### src/rtl/hack_cpu_ctrl.sv
// Multi-cycle Hack control sequencer: holds A/D/PC, drives an external
// combinational ALU and performs M accesses over a req/ack memory port.
module hack_cpu_ctrl #(
  parameter logic [14:0] PC_RESET = 15'd0
) (
  input  logic        clk,
  input  logic        reset_n,
  input  logic [15:0] instr,
  input  logic        instr_valid,
  output logic        instr_ready,
  output logic [15:0] alu_x,
  output logic [15:0] alu_y,
  output logic        alu_zx,
  output logic        alu_nx,
  output logic        alu_zy,
  output logic        alu_ny,
  output logic        alu_f,
  output logic        alu_no,
  input  logic [15:0] alu_out,
  input  logic        alu_zr,
  input  logic        alu_ng,
  output logic        mem_req,
  output logic        mem_we,
  output logic [14:0] mem_addr,
  output logic [15:0] mem_wdata,
  input  logic [15:0] mem_rdata,
  input  logic        mem_ack,
  output logic [14:0] pc,
  output logic [15:0] a_reg,
  output logic [15:0] d_reg,
  output logic        instr_done
);

  typedef enum logic [2:0] {
    S_IDLE,
    S_DECODE,
    S_MREAD,
    S_EXEC,
    S_MWRITE
  } state_t;

  state_t      r_state;
  state_t      w_next;

  logic [15:0] r_instr_q;
  logic [15:0] r_a;
  logic [15:0] r_d;
  logic [15:0] r_m;
  logic [15:0] r_res;
  logic [14:0] r_pc;
  logic [14:0] r_addr_q;
  logic [14:0] r_tgt;
  logic        r_jump;
  logic        r_done;

  logic        w_is_c;
  logic        w_a_bit;
  logic        w_dst_a;
  logic        w_dst_d;
  logic        w_dst_m;
  logic [2:0]  w_j;
  logic        w_jump_now;
  logic [14:0] w_pc_inc;

  logic        w_ld_instr;
  logic        w_ld_a_imm;
  logic        w_ld_m;
  logic        w_exec;
  logic        w_retire;
  logic        w_take_jump;
  logic [14:0] w_jump_tgt;

  // Destination field follows the Hack layout: instr[5]=A, instr[4]=D, instr[3]=M.
  assign w_is_c   = r_instr_q[15];
  assign w_a_bit  = r_instr_q[12];
  assign w_dst_a  = r_instr_q[5];
  assign w_dst_d  = r_instr_q[4];
  assign w_dst_m  = r_instr_q[3];
  assign w_j      = r_instr_q[2:0];
  assign w_pc_inc = r_pc + 15'd1;

  assign w_jump_now = (w_j[2] & alu_ng) |
                      (w_j[1] & alu_zr) |
                      (w_j[0] & ~alu_ng & ~alu_zr);

  always_ff @(posedge clk or negedge reset_n) begin
    if (!reset_n) begin
      r_state <= S_IDLE;
    end else begin
      r_state <= w_next;
    end
  end

  always_comb begin
    w_next      = r_state;
    w_ld_instr  = 1'b0;
    w_ld_a_imm  = 1'b0;
    w_ld_m      = 1'b0;
    w_exec      = 1'b0;
    w_retire    = 1'b0;
    w_take_jump = 1'b0;
    w_jump_tgt  = r_a[14:0];
    case (r_state)
      S_IDLE: begin
        if (instr_valid) begin
          w_ld_instr = 1'b1;
          w_next     = S_DECODE;
        end
      end
      S_DECODE: begin
        if (!w_is_c) begin
          w_ld_a_imm = 1'b1;
          w_retire   = 1'b1;
          w_next     = S_IDLE;
        end else begin
          w_next = w_a_bit ? S_MREAD : S_EXEC;
        end
      end
      S_MREAD: begin
        if (mem_ack) begin
          w_ld_m = 1'b1;
          w_next = S_EXEC;
        end
      end
      S_EXEC: begin
        w_exec = 1'b1;
        if (w_dst_m) begin
          w_next = S_MWRITE;
        end else begin
          w_retire    = 1'b1;
          w_take_jump = w_jump_now;
          w_next      = S_IDLE;
        end
      end
      S_MWRITE: begin
        // Jump and target were frozen in EXEC, before A could be overwritten.
        w_jump_tgt = r_tgt;
        if (mem_ack) begin
          w_retire    = 1'b1;
          w_take_jump = r_jump;
          w_next      = S_IDLE;
        end
      end
      default: w_next = S_IDLE;
    endcase
  end

  always_ff @(posedge clk or negedge reset_n) begin
    if (!reset_n) begin
      r_instr_q <= '0;
      r_a       <= '0;
      r_d       <= '0;
      r_m       <= '0;
      r_res     <= '0;
      r_pc      <= PC_RESET;
      r_addr_q  <= '0;
      r_tgt     <= '0;
      r_jump    <= 1'b0;
      r_done    <= 1'b0;
    end else begin
      r_done <= w_retire;
      if (w_ld_instr) begin
        r_instr_q <= instr;
      end
      if (w_ld_a_imm) begin
        r_a <= {1'b0, r_instr_q[14:0]};
      end
      if (w_ld_m) begin
        r_m <= mem_rdata;
      end
      if (w_exec) begin
        r_res    <= alu_out;
        r_addr_q <= r_a[14:0];
        r_tgt    <= r_a[14:0];
        r_jump   <= w_jump_now;
        if (w_dst_d) begin
          r_d <= alu_out;
        end
        if (w_dst_a) begin
          r_a <= alu_out;
        end
      end
      if (w_retire) begin
        r_pc <= w_take_jump ? w_jump_tgt : w_pc_inc;
      end
    end
  end

  assign instr_ready = (r_state == S_IDLE);

  assign alu_x  = r_d;
  assign alu_y  = w_a_bit ? r_m : r_a;
  assign alu_zx = r_instr_q[11];
  assign alu_nx = r_instr_q[10];
  assign alu_zy = r_instr_q[9];
  assign alu_ny = r_instr_q[8];
  assign alu_f  = r_instr_q[7];
  assign alu_no = r_instr_q[6];

  assign mem_req   = (r_state == S_MREAD) || (r_state == S_MWRITE);
  assign mem_we    = (r_state == S_MWRITE);
  assign mem_addr  = (r_state == S_MWRITE) ? r_addr_q : r_a[14:0];
  assign mem_wdata = r_res;

  assign pc         = r_pc;
  assign a_reg      = r_a;
  assign d_reg      = r_d;
  assign instr_done = r_done;

endmodule

### config.mk
export PLATFORM = sky130hd
export DESIGN_NAME = hack_cpu_ctrl
export DESIGN_NICKNAME = d
export VERILOG_FILES = /design/src/rtl/hack_cpu_ctrl.sv
export SDC_FILE = /design/constraint.sdc
export NUM_CORES = 1
export LEC_CHECK = 0
export BUFFER_PORTS_ARGS = -buffer_cell sky130_fd_sc_hd__buf_2
export CAP_MARGIN = 5
export CORE_MARGIN = 4
export CORE_UTILIZATION = 40
export DETAILED_ROUTE_END_ITERATION = 8
export GPL_TIMING_DRIVEN = 0
export PLACE_DENSITY_LB_ADDON = 0.3
export SLEW_MARGIN = 20
export SYNTH_ARGS = -nofsm -noshare
export SYNTH_HDL_FRONTEND = slang
export SYNTH_SLANG_ARGS = --single-unit
### constraint.sdc
create_clock -name clk -period 2.2 [get_ports clk]
set_clock_uncertainty 0.15 [all_clocks]
set_input_delay 0.44 -clock clk [delete_from_list [all_inputs] [get_ports clk]]
set_output_delay 0.44 -clock clk [all_outputs]
set_load 0.05 [all_outputs]
# [Word level (Yosys, flattened, before mapping)]
# Cells that the tools add are included.
# Widths: inputs -> output; s select.
[word_totals] ff_bits=115 in_bits=54 out_inout_bits=120
[classes] reduce_logical=4 addsub=1 bitwise_logic=8 muxes=25 n_eq_ne=7
[ops] cell="$mux 16" count=4
[ops] cell="$mux 15" count=2
[ops] cell="$add 15x1->15 const B" count=1
[ops] cell="$pmux 3 s5" count=1
[ops] cell="$mux 3" count=4
[ops] cell="$mux 1" count=11
[ops] cell="$eq 3x2->1 const B" count=2
[ops] cell="$and 1x1->1" count=4
[ops] cell="$ne 2x2->1 const B" count=2
[ops] cell="$eq 3x1->1 const B" count=1
[ops] cell="$eq 3x3->1 const B" count=1
[ops] cell="$logic_not 3->1" count=1
[ops] cell="$pmux 1 s3" count=1
[ops] cell="$reduce_and 3->1" count=1
[ops] cell="$mux 2" count=1
[ops] cell="$ne 2x1->1 const B" count=1
[ops] cell="$not 1->1" count=2
[ops] cell="$or 1x1->1" count=2
[ops] cell="$pmux 1 s2" count=1
[ops] cell="$reduce_and 2->1" count=1
[ops] cell="$logic_or 1x1->1" count=1

# [Logic depth before layout (Yosys ltp)]
[depth] depth_word=7 mapped_depth=8

# [Worst setup path after synthesis]
# Ideal clock, no wire load.
[synth_path] path_type="register -> register" from="reg r_state[1]" to="reg r_instr_q[10]" t_required_ps=1925 setup_slack_ps=-627 arrival_ps=2552 path_stages_with_launch=7 cell_sequence="dfrtp_1 buf_4 nor3_1 and2_1 buf_4 buf_4 mux2_2"
[synth_via] elab_chain_len=2
[synth_rtl] item="from (decl)" line="42" source="state_t r_state;"
[synth_rtl] item="from (signal assigned)" line="90" source="r_state <= w_next;"
[synth_rtl] item="$logic_not 3->1"
[synth_rtl] item="net instr_ready" line="10" source="output logic instr_ready,"
[synth_rtl] item="$mux 1" line="103" source="case (r_state)"
[synth_rtl] item="to (signal assigned)" line="163" source="r_instr_q <= instr;"
[synth_rtl] item="to (decl)" line="45" source="logic [15:0] r_instr_q;"
# The timed path passes the listed nets, and every way through them passes these cells.
# A chain may end at the register's enable or synchronous reset.

# [Worst setup path in the final report]
[layout_path] from="reg r_state[1]" to="out mem_addr[6]"
[layout_via] elab_chain_len=2
[layout_rtl] item="$eq 3x3->1" line="202" source="assign mem_addr = (r_state == S_MWRITE) ? r_addr_q : r_a[14:0];"
[layout_rtl] item="$mux 15" line="202"
[layout_rtl] item="to (decl)" line="24" source="output logic [14:0] mem_addr,"
# Every way passes these cells.

==> results.cfg <==
[run_status]
status = finished with violations
violations = setup timing

[detailed_routing]
drc = 0
vias = 4939
drt-initial-drc-count = 316
dr.pass1.iters = 5
routedWlPerCell_microns = 18.4
vias_per_cell = 5.28
wl_microns = 17200
ant_nets = 0

[finish]
post-route-util_pct = 56.3
drive_above_1_share_pct = 48.6
final_common_cell = buf_2
synthToLayoutAreaGrowth_pct = 37.0
layout_common_cells = buf_2, dfrtp_1, nand2_1
diodes = 0
finalNetCount = 797

[floorplan]
num_rows = 43
die_x_microns = 128
io_pins = 174
core-area_sq_mm = 0.0139
initial_core_util_pct = 41.1
die_h_microns = 128
fp.dieArea_sq_mm = 0.0163

[timing]
finalSetupViolations = 15
final_max_slew_viol_count = 0
rsz0062_at_grt = true
maxSlewHeadroom_pct = 55.4
fmax_mhz = 402
fin_ws_ps = -290
period_needed_ps = 2490
worst_pin_slew_ps = 652
period_share_pct = 113
finalHoldViolations = 0

[logic_synthesis]
seq_area_frac_synth_pct = 50.3
synth_cell_types = 57
synthAdderAreaFrac_pct = 0.219
synth-compound-area-share_pct = 6.41
synth_fp_nets = 586
synth_top_family_by_area = simple AND/OR/NAND/NOR gates
synth-xor-area-share_pct = 0.153
ys.flop_type = dfrtp_1
yosys_warnings = 0
synth-edff-count = 0
synthSimpleGateAreaFrac_pct = 18.3
syn_avg_cell_area_sq_um = 10.8
synthArstFlopShare_pct = 100
syn_area_sq_mm = 0.00572
synth_seq_cells = 115
netlist_instances = 531
synth_mux_area_share_pct = 17.7

[global_routing]
track_usage_pct = 21.7
overflow = 0
globalRouteMet1Util_pct = 27.8
top_usage_layer = met2
antenna_found_initial = 0
grt_pass1_vias = 5063
grt_start_max_net_pins = 67
grt_first_pass_wirelength_microns = 27600
grtUsageMet3_pct = 7.02
met2_usage_pct = 34.7

[setup_path]
cp-start-kind = flip-flop
setup.worst_path.end_class = output port
cp_max_fo = 8
arrival_ps = 1900
worstPathRequired_ps = 1610
critPathKind = flip-flop to output port

[clock_tree]
cts.clk_slew.worst_paths_ps = 50
cts.path.max_buffers = 2
clock_latency_ps = 410
numCtsBuffers = 17
cts_max_level = 4
cts_tree = done
clkSinkCount = 115
cts_root_buf = clkbuf_16

[flow_run]
maxCapViolCount = 0

[placement]
place_ws_ps = -372
gp_congestion = 0.883
port_buffers = 173
hpwl_microns = 12800

[hold_path]
hold_class = input port to flip-flop
layout make-up:
| type | instances | area (sq um) |
|---|---|---|
| Fill cell | 1248 | 6100 |
| Multi-Input combinational cell | 358 | 2540 |
| Clock inverter | 13 | 134 |
| Timing Repair Buffer | 195 | 1220 |
| Clock buffer | 19 | 453 |
| Inverter | 8 | 30.0 |
| Sequential cell | 115 | 2880 |
| Buffer | 47 | 349 |
| Tap cell | 180 | 225 |
logic make-up after synthesis:
kind of cell	after synthesis
compound gates	57
fa+ha+maj	1
buf+inv	58
flops	115
simple gates	208
xor+xnor	1
mux	91
path summary, 6_finish.rpt:
| kind | slack, ps | depth (start not counted) | to | startpoint |
|---|---|---|---|---|
| max | -290 | 5 | mem_addr[6] | r_state[1]$_DFFE_PN0P_ |
| min | 100 | 3 | r_instr_q[3]$_DFFE_PN0P_ | instr[3] |
| max reg2reg | 90 | 8 | pc[7]$_DFFE_PN0P_ | r_state[1]$_DFFE_PN0P_ |
| min reg2reg | 320 | 2 | r_tgt[12]$_DFFE_PN0N_ | r_tgt[12]$_DFFE_PN0N_ |
| max in group asynchronous | 800 | 3 | r_instr_q[12]$_DFFE_PN0P_ | reset_n |
| min in group asynchronous | 390 | 2 | pc[3]$_DFFE_PN0P_ | reset_n |
synth_stat cells, types with 5 or more instances:
library cell	instances	share of area, %
dfrtp_1	115	50
nand2_1	105	6.9
mux2_2	76	15
nor2_1	30	2.0
a21oi_1	27	2.4
buf_4	25	3.3
nor4_1	21	2.3
mux2i_1	14	2.4
clkbuf_1	12	0.79
nand4_1	10	1.1
buf_6	7	1.4
inv_1	7	0.46
o21ai_0	6	0.52
nand3_1	5	0.44
nor3_1	5	0.44
worst max-delay path, cell delays in order (launching register included):
cell     delay (ps)
dfrtp_1         420
nor3b_4         240
buf_6           180
buf_4           140
mux2_4          330
buf_6           160
timing repair:
action,CTS,global route
setup buffers,16,3
setup endpoints to repair,32,42
endpoints found under the hold margin,49,0
pin swaps,2,2
resized for setup,62,9
cloned,1,0
hold buffers,1,0
metal layers:
metal / share of wire [%] / wire length, microns
met3: 7.4 / 1270
met5: 0 / 0
met2: 48 / 8210
met1: 43 / 7410
met4: 1.8 / 316
through the flow:
stage | TNS (ps) | cells | hold slack (ps) | area [sq um]
CTS | -5140 | 934 | 80.3 | 7800
detailed placement | -3760 | 885 | 271 | 6860
global route | -5300 | 935 | 90.3 | 7840
floorplan | 0 | 531 | -5.59 | 5730
finish | -3950 | 935 | 97.5 | 7840
global placement | -109550 | 884 | 302 | 6820
Power is not shown: default switching activity piles up to over one toggle a cycle in this logic, so the estimate is an artifact.
